--- src/rtl/compressor_pkg.sv ---
// Shared types and helpers for the carry-save reduction tree.
// Holds the majority function used by every compressor cell.
package compressor_pkg;

  localparam int DEFAULT_WIDTH = 16;
  localparam int MAX_WIDTH     = 64;

  // Result of one compressor row, sized for the widest legal row so tree
  // stages of different widths can pass it around without re-declaring it.
  typedef struct packed {
    logic [MAX_WIDTH-1:0] sum;
    logic [MAX_WIDTH-1:0] carry;
    logic                 cout;
  } cs_result_t;

  function automatic logic maj3(input logic a, input logic b, input logic c);
    return (a & b) | (a & c) | (b & c);
  endfunction

endpackage

--- src/rtl/compressor_4_2_cell.sv ---
// One-bit 4:2 compressor cell, purely combinational.
// co depends only on x1..x3, so chaining co into the next ci never ripples.
module compressor_4_2_cell
  import compressor_pkg::*;
(
  input  logic x1,
  input  logic x2,
  input  logic x3,
  input  logic x4,
  input  logic ci,
  output logic s,
  output logic c,
  output logic co
);

  logic w_t;

  assign w_t = x1 ^ x2 ^ x3;
  assign co  = maj3(x1, x2, x3);
  assign s   = w_t ^ x4 ^ ci;
  assign c   = maj3(w_t, x4, ci);

endmodule

--- src/rtl/compressor_4_2.sv ---
// Registered row of WIDTH 4:2 compressors; 1-cycle latency, no backpressure, holds on in_valid=0.
// Define COMPRESSOR_4_2_ASSERT_EN to compile in the row-invariant simulation checks.
module compressor_4_2
  import compressor_pkg::*;
#(
  parameter int WIDTH = DEFAULT_WIDTH
) (
  input  logic             clk,
  input  logic             rst_n,
  input  logic             in_valid,
  input  logic [WIDTH-1:0] x1,
  input  logic [WIDTH-1:0] x2,
  input  logic [WIDTH-1:0] x3,
  input  logic [WIDTH-1:0] x4,
  input  logic             cin,
  output logic             out_valid,
  output logic [WIDTH-1:0] sum,
  output logic [WIDTH-1:0] carry,
  output logic             cout
);

  logic [WIDTH:0]   w_chain;
  logic [WIDTH-1:0] w_sum;
  logic [WIDTH-1:0] w_carry;

  logic             r_out_valid;
  logic [WIDTH-1:0] r_sum;
  logic [WIDTH-1:0] r_carry;
  logic             r_cout;

  assign w_chain[0] = cin;

  for (genvar i = 0; i < WIDTH; i++) begin : g_cell
    compressor_4_2_cell u_cell (
      .x1 (x1[i]),
      .x2 (x2[i]),
      .x3 (x3[i]),
      .x4 (x4[i]),
      .ci (w_chain[i]),
      .s  (w_sum[i]),
      .c  (w_carry[i]),
      .co (w_chain[i+1])
    );
  end

  always_ff @(posedge clk or negedge rst_n) begin
    if (!rst_n) begin
      r_out_valid <= 1'b0;
      r_sum       <= '0;
      r_carry     <= '0;
      r_cout      <= 1'b0;
    end else begin
      r_out_valid <= in_valid;
      if (in_valid) begin
        r_sum   <= w_sum;
        r_carry <= w_carry;
        r_cout  <= w_chain[WIDTH];
      end
    end
  end

  assign out_valid = r_out_valid;
  assign sum       = r_sum;
  assign carry     = r_carry;
  assign cout      = r_cout;

`ifdef COMPRESSOR_4_2_ASSERT_EN
  // Three extra bits cover 4*(2^WIDTH-1)+1 on both sides of the invariant.
  localparam int SW = WIDTH + 3;

  logic [WIDTH-1:0] r_x1_q;
  logic [WIDTH-1:0] r_x2_q;
  logic [WIDTH-1:0] r_x3_q;
  logic [WIDTH-1:0] r_x4_q;
  logic             r_cin_q;
  logic [SW-1:0]    w_lhs;
  logic [SW-1:0]    w_rhs;

  always_ff @(posedge clk or negedge rst_n) begin
    if (!rst_n) begin
      r_x1_q  <= '0;
      r_x2_q  <= '0;
      r_x3_q  <= '0;
      r_x4_q  <= '0;
      r_cin_q <= 1'b0;
    end else if (in_valid) begin
      r_x1_q  <= x1;
      r_x2_q  <= x2;
      r_x3_q  <= x3;
      r_x4_q  <= x4;
      r_cin_q <= cin;
    end
  end

  assign w_lhs = SW'(r_x1_q) + SW'(r_x2_q) + SW'(r_x3_q) + SW'(r_x4_q) + SW'(r_cin_q);
  assign w_rhs = SW'(r_sum) + (SW'(r_carry) << 1) + (SW'(r_cout) << WIDTH);

  a_row_invariant : assert property (@(posedge clk) disable iff (!rst_n)
    r_out_valid |-> (w_lhs == w_rhs))
    else $error("compressor_4_2 row invariant violated: lhs=%0d rhs=%0d", w_lhs, w_rhs);

  a_valid_known : assert property (@(posedge clk) disable iff (!rst_n)
    !$isunknown(r_out_valid))
    else $error("compressor_4_2 out_valid is unknown");
`else
  // Synthesis build: no shadow operands and no checkers.
`endif

endmodule

--- config.mk ---
export PLATFORM = sky130hd
export DESIGN_NAME = compressor_4_2
export DESIGN_NICKNAME = d
export VERILOG_FILES = /design/src/rtl/compressor_pkg.sv /design/src/rtl/compressor_4_2_cell.sv /design/src/rtl/compressor_4_2.sv
export SDC_FILE = /design/constraint.sdc
export NUM_CORES = 1
export LEC_CHECK = 0
export CORE_ASPECT_RATIO = 0.6
export CORE_MARGIN = 2
export CORE_UTILIZATION = 43
export CTS_BUF_LIST = sky130_fd_sc_hd__clkbuf_16
export CTS_CLUSTER_DIAMETER = 100
export DETAILED_ROUTE_END_ITERATION = 10
export GPL_TIMING_DRIVEN = 0
export PLACE_DENSITY = 0.9
export RECOVER_POWER = 50
export SLEW_MARGIN = 0
export SYNTH_ARGS = -nofsm -noshare
export SYNTH_HDL_FRONTEND = slang
export SYNTH_HIERARCHICAL = 1
export SYNTH_SLANG_ARGS = --single-unit
--- constraint.sdc ---
create_clock -name clk -period 0.86 [get_ports clk]
set_input_delay 0.086 -clock clk [delete_from_list [all_inputs] [get_ports clk]]
set_output_delay 0.086 -clock clk [all_outputs]
set_load 0.01 [all_outputs]
# Word level (Yosys, flattened, before mapping)
# Cells that the tools add are included.
# W data, S select, Z words.
word_totals:
  regBits: 34
  in_bits: 68
  out_inout_bits: 34
  elab_cells: 228
op_classes:
  bitwise_logic: 224
op_table:
  columns: ["operator", "count"]
  rows:
  - ["$and A1 B1 Y1", 96]
  - ["$or A1 B1 Y1", 64]
  - ["$xor A1 B1 Y1", 64]

# Logic depth before layout (Yosys ltp)
# Gate-level depths: netlist of the first run.
depth:
  depth_word: 6
  ltp_mapped: 7
  ltp_nobuf: 7

# Cells and area by module
# Netlist of the first run, hierarchy kept.
modules_own_cells:
  columns: ["module", "area_per_inst_um2", "cells_each", "instances"]
  rows:
  - ["compressor_4_2", 1406.3, 71, 1]
  - ["compressor_4_2_cell", 70.1, 10, 16]

# Worst setup path before layout of the first run
# OpenSTA, ideal clock, no wires.
synth_path:
  kind: "input to register"
  startpoint: "input port x1[12]"
  endpoint: "register r_sum[13] (netlist: sum[13])"
  arrival_ns: 1.375
  path_stages: 7
  setup_time_ns: 0.125
  path_slack_ns: -0.640
  path_cell_list: "inv_1 fa_1 inv_1 inv_1 fa_1 inv_1 mux2_2"
synth_via:
  elab_chain_len: 4
  elab_cells_between_ends: 5
  cone_classes: "bitwise (5)"
synth_rtl:
  columns: ["element", "line_no", "text"]
  rows:
  - ["start: declaration", "compressor_4_2.sv:11", "input logic [WIDTH-1:0] x1,"]
  - ["$and A1 B1 Y1", "compressor_pkg.sv:17", "return (a & b) | (a & c) | (b & c);"]
  - ["$or A1 B1 Y1 * (2 in series)", "compressor_pkg.sv:17", null]
  - ["net w_chain[13]", "compressor_4_2.sv:22", "logic [WIDTH:0] w_chain;"]
  - ["$xor A1 B1 Y1 *", "compressor_4_2_cell.sv:20", "assign s = w_t ^ x4 ^ ci;"]
  - ["net w_sum[13]", "compressor_4_2.sv:23", "logic [WIDTH-1:0] w_sum;"]
  - ["end signal: assignment", "compressor_4_2.sv:55", "r_sum <= w_sum;"]
  - ["end: declaration", "compressor_4_2.sv:27", "logic [WIDTH-1:0] r_sum;"]
# The timed path passes the listed nets; every way through them passes the cells marked *.
# A chain may end at the register's enable or synchronous reset.

# Worst setup path after layout of the first run
layout_path:
  startpoint: "input port x1[9]"
  endpoint: "register r_sum[9] (netlist: sum[9])"
layout_via:
  elab_chain_len: 4
layout_rtl:
  columns: ["element", "line_no", "text"]
  rows:
  - ["$xor A1 B1 Y1 (2 in series)", "compressor_4_2_cell.sv:18", "assign w_t = x1 ^ x2 ^ x3;"]
  - ["$xor A1 B1 Y1 (2 in series)", "compressor_4_2_cell.sv:20", null]
  - ["net w_sum[9]", "compressor_4_2.sv:23", null]
# The timed path passes the listed nets, and every way through them passes these cells.

==> results of run 1 <==
-- where the power goes --
group	internal, mW	total (mW)	switching, mW
logic	1.70	2.86	1.15
clock network	1.04	1.65	0.607
registers	2.00	2.26	0.260
-- flip-flops by register name, indices dropped and copies added, names as in the netlist --
register	flops
out_valid	1
carry	16
cout	1
sum	16
-- per-layer routing --
metal  routed length (µm)  global-route usage  vias up  share of wire
li1                     -                   -      835              -
met1                 2320               0.230      858           0.39
met2                 3250               0.374       62           0.54
met3                  400              0.0555        2          0.067
met4                    8              0.0280        0         0.0013
met5                    0                   0        -              0
-- worst paths after layout --
kind / slack [ns] / start / to
hold reg to reg: 0.50 / sum[5] / sum[5]
min in group clk: 0.15 / in_valid / out_valid
setup reg to reg: -0.06 / carry[3] / carry[3]
hold / removal: -0.09 / rst_n / sum[8]
setup / recovery: -0.46 / x1[9] / sum[9]
max in group asynchronous: 0.41 / rst_n / sum[5]
-- worst max-delay path, cell delays in order --
cell and delay [ns]:
buf_8 0.09, inv_8 0.03, fa_2 0.47, fa_1 0.51, inv_1 0.05, mux2_4 0.25
-- timing repair --
| item | CTS | global route |
|---|---|---|
| endpoints found under the hold margin | 34 | 34 |
| resized for setup | 437 | 18 |
| endpoints found under the setup margin | 67 | 66 |
| gates cloned | 1 | 0 |
| buffers inserted | 8 | 0 |
| pin swaps | 32 | 4 |
-- layout by cell type, fill, tap and decap left out --
master,netlist,final
inv_1,128,52
buf_6,1,46
dfrtp_1,34,34
inv_2,0,34
mux2_4,30,31
inv_4,0,28
buf_2,0,24
fa_1,32,17
clkdlybuf4s50_1,0,17
inv_8,0,15
fa_2,0,15
buf_8,0,13
buf_4,0,8
clkbuf_16,0,5
buf_12,3,3
mux2_2,3,2
clkinv_1,0,1
clkinv_2,0,1
bufbuf_16,0,1
clkdlybuf4s25_1,0,1
clkbuf_2,0,1
-- cell type report --
cell class                 count  area share
multi-input combinational     65       0.285
timing repair buffer         110       0.269
sequential                    34       0.208
inverter                     128       0.162
clock buffer                   5      0.0306
tap                           80      0.0245
buffer                         4      0.0174
clock inverter                 3     0.00306
-- kinds of logic (layout without fill, tap and decap cells) --
logic type / Yosys count / after routing
buffers and inverters: 132 / 250
flip-flops: 34 / 34
multiplexers: 33 / 33
adder cells (fa/ha/maj): 32 / 32
==> metrics.txt, run 1 <==
fillcell total 445; WL per Instance 13.9 µm; most instantiated library cell after synthesis inv_1; Starting Density 0.449; fraction of layout cells with a size suffix above 1 0.650; Die ar. 6530 µm²; Fmax 759 MHz; Worst EP required 1.02 ns; Total GRT Usage 0.199; Final Power just under 7 mW; Area after DPL 3820 µm²; worst clock skew 0 ns; initial drt markers 27; TritonCTS Sinks 34; main combinational cell family by area after synthesis adder cells; DR DRC count 0; XOR/XNOR Fraction of Synth Area 0; CTS clock-pin slew for the worst setup and hold paths 0.05 ns; failing checks hold timing, setup timing; FFs w/ async S/R, synth 1.00; Final Hold Fails 34; cell taking the most area after synthesis dfrtp_1; GR Overflow Total 0; Inst Count DP 412; Final Hold Slack -0.0856 ns; area taken by multi-input logic gates between 1000 and 1500 µm²; Synth area leaders dfrtp_1, fa_1, inv_1; Static Leak 2.22 nW; vias post-DR 1,757; GP Congestion 0.759; Mapped Cells 231; Setup CP Type primary input to flop; clk buf depth 2; Final WS setup -0.457 ns; Worst Path Max Fanout 1; Post-Syn Area about 2500 µm²; sequential fraction of the synthesis area 0.337; Max Cap Viol 0; area fraction of the dominant cell type after synthesis 0.337; Setup crit end kind flop; CTS Buf Count 5; data arrival time of the critical path around 1.5 ns; EDFF count, synth 0; routed vias/inst 4.10; final non-filler cell total 429; drt total wl 5980 µm; Synth Area in Adders 0.253; Reg area 851 µm²; IO buf count 101; Compound-Gate Fraction of Synth Area 0; simple-gate share of the synthesized area 0; core area between 5000 and 6000 µm²; Pre-antenna DRT Iters 2; antenna diode count 0; max-slew violations 0; Final Cycle Share 1.53; Chip Height 63.4 µm; post-route setup TNS -10.67 ns; status complete, but fails checks; Syn Area/Cell ~11 µm²; Clock Latency Late Sink 0.27 ns; Final min period 1.32 ns; Synth Warn # 6; fin area 4090 µm²; Finish-stage setup viols 65; nets about 450; RSZ-0062 raised after global routing true; Worst Hold Class primary input to asynchronous set/reset pin; final core utilization 0.727; DP Worst Slack -1.27 ns; mux cell area share after synthesis 0.192; largest net degree at the start of global routing 35; Synth top cells by count inv_1, dfrtp_1, fa_1, mux2_4; Slew @ Worst Pin 0.856 ns; Worst VDD drop 887 µV; flop and latch count out of synthesis 34; # rows 21; Slew HR 0.429; vias in the first global route 1,986; first-pass GRT wire length approximately 10000 µm; Antenna Nets Post-Route 0; antenna violations before repair 0; PD cells 1650 nW/µm²; CTS tree yes; Clock Tree Root clkbuf_16; Die X-Extent 103 µm; htree depth 2; HPWL Detailed between 4000 and 5000 µm; area delta synth->final 61.8%; crit start category primary input; Synth Net Count 331; Main synth FF type dfrtp_1; worst reg-to-reg path cell count 2; unique cell type count in the Yosys netlist 7; Ports about 100
Note: power is estimated with default switching activity, not from simulation.
==> run 2: changes to the inputs <==
CAP_MARGIN = 15   (was default)
==> results of run 2 <==
The final DEF is identical to that of run 1; final timing and power are the same.
==> run 3: changes to the inputs <==
CORE_MARGIN = default   (was 2)
clock period = 1.45 ns   (was 0.86 ns; I/O delays follow)
==> run 3 against run 2 <==
Net effect:
- the run now ends clean
- flip-flop and latch count is the same
- clock skew is the same
- power shrank 42%
- largest power group unchanged
- highest routed layer unchanged
==> metrics.txt, run 3 (synthesis results as in run 1) <==
Final Hold Fails 0; Ports around 100; antenna violations before repair 0; PD cells roughly 1000 nW/µm²; CTS Buf Count 5; worst reg-to-reg path cell count 1; Slew @ Worst Pin 0.837 ns; fraction of layout cells with a size suffix above 1 0.446; Starting Density 0.449; data arrival time of the critical path 1.57 ns; Fmax 704 MHz; status finished, final reports clean; Pre-antenna DRT Iters 4; nets 440; GR Overflow Total 0; first-pass GRT wire length 8890 µm; htree depth 2; Die ar. 6200 µm²; Final Cycle Share 0.980; Finish-stage setup viols 0; Worst Hold Class flop to flop; fin area 3740 µm²; Static Leak 2.03 nW; Antenna Nets Post-Route 0; CTS tree yes; final core utilization 0.665; Total GRT Usage 0.195; Final min period 1.42 ns; clk buf depth 2; IO buf count 101; Worst EP required 1.60 ns; Inst Count DP about 400; Max Cap Viol 0; core area 5620 µm²; worst clock skew 0 ns; antenna diode count 0; Worst VDD drop between 700 and 800 µV; commonest non-fill, non-tap cell in the layout inv_1; Slew HR 0.442; post-route setup TNS 0 ns; largest net degree at the start of global routing 35; crit start category primary input; # rows 21; vias in the first global route 1,941; Die X-Extent 101 µm; TritonCTS Sinks 34; hold depth 1; most frequent cells in the layout inv_1, clkdlybuf4s50_1, dfrtp_1; DR DRC count 0; WL per Instance 12.9 µm; Area after DPL 3820 µm²; vias post-DR about 1.7k; RSZ-0062 raised after global routing false; Worst Path Max Fanout 1; routed vias/inst slightly above 4; Chip Height 61.4 µm; area delta synth->final 48.0%; Setup CP Type primary input to flop; initial drt markers 25; CTS clock-pin slew for the worst setup and hold paths 0.05 ns; max-slew violations 0; Setup crit end kind flop; GP Congestion 0.689; final non-filler cell total 421; Clock Latency Late Sink between 0.2 and 0.3 ns; Clock Tree Root clkbuf_16; drt total wl 5450 µm; HPWL Detailed 4590 µm
run 3: cell count changes in the layout (fill, tap and decap cells not counted), moves of 10 or more:
cell	delta
inv_4	-14
inv_2	-10
inv_1	+24
clkdlybuf4s50_1	+34
buf_8	-13
buf_6	-42
run 3: cell type report:
| class | count | area [µm²] |
|---|---|---|
| fill | 486 | 1880 |
| multi-input combinational | 65 | 1140 |
| sequential | 34 | 851 |
| timing repair buffer | 102 | 825 |
| inverter | 128 | 628 |
| clock buffer | 5 | 125 |
| tap | 80 | 100 |
| buffer | 4 | 56.3 |
| clock inverter | 3 | 12.5 |
run 3: routing by layer:
metal	routed length (µm)	up-vias	global-route usage
met5	0	-	0
met4	8	0	0.0248
met3	471	2	0.0692
met2	2850	64	0.378
met1	2120	841	0.218
li1	-	821	-
run 3: worst paths after layout:
kind	start	endpoint	slack (ns)
min reg2reg	carry[10]	carry[10]	0.48
min	carry[10]	carry[10]	0.48
max reg2reg	carry[0]	carry[0]	0.65
min in group asynchronous	rst_n	sum[11]	0.52
max	x1[9]	sum[9]	0.03
max in group asynchronous	rst_n	sum[3]	0.40
run 3: critical path, stage by stage:
cell,delay (ns)
buf_2,0.13
inv_8,0.03
fa_2,0.47
fa_1,0.51
inv_1,0.05
mux2_4,0.24
run 3: where the power goes:
group | switching [mW] | total (mW) | internal (mW)
combinational | 0.638 | 1.61 | 0.976
sequential | 0.137 | 1.32 | 1.19
clock | 0.356 | 0.976 | 0.619
total | 1.13 | 3.91 | 2.78
run 3: stage by stage:
stage	power, mW	hold slack, ns	worst slack [ns]
after floorplan	2.16	-0.151	-0.0678
after global placement	2.97	0.491	-0.697
after detailed placement	3.05	0.259	-0.736
after CTS	4.01	0.401	0.000188
after global routing	4.19	0.485	0.000145
final	3.91	0.483	0.0294
run 3: timing repair:
action | in CTS | in global routing
hold buffers | 1 | 0
pin swaps | 32 | 15
buffers inserted | 0 | 0
hold endpoints to repair | 34 | 0
endpoints found under the setup margin | 32 | 12
gates resized for setup | 178 | 22
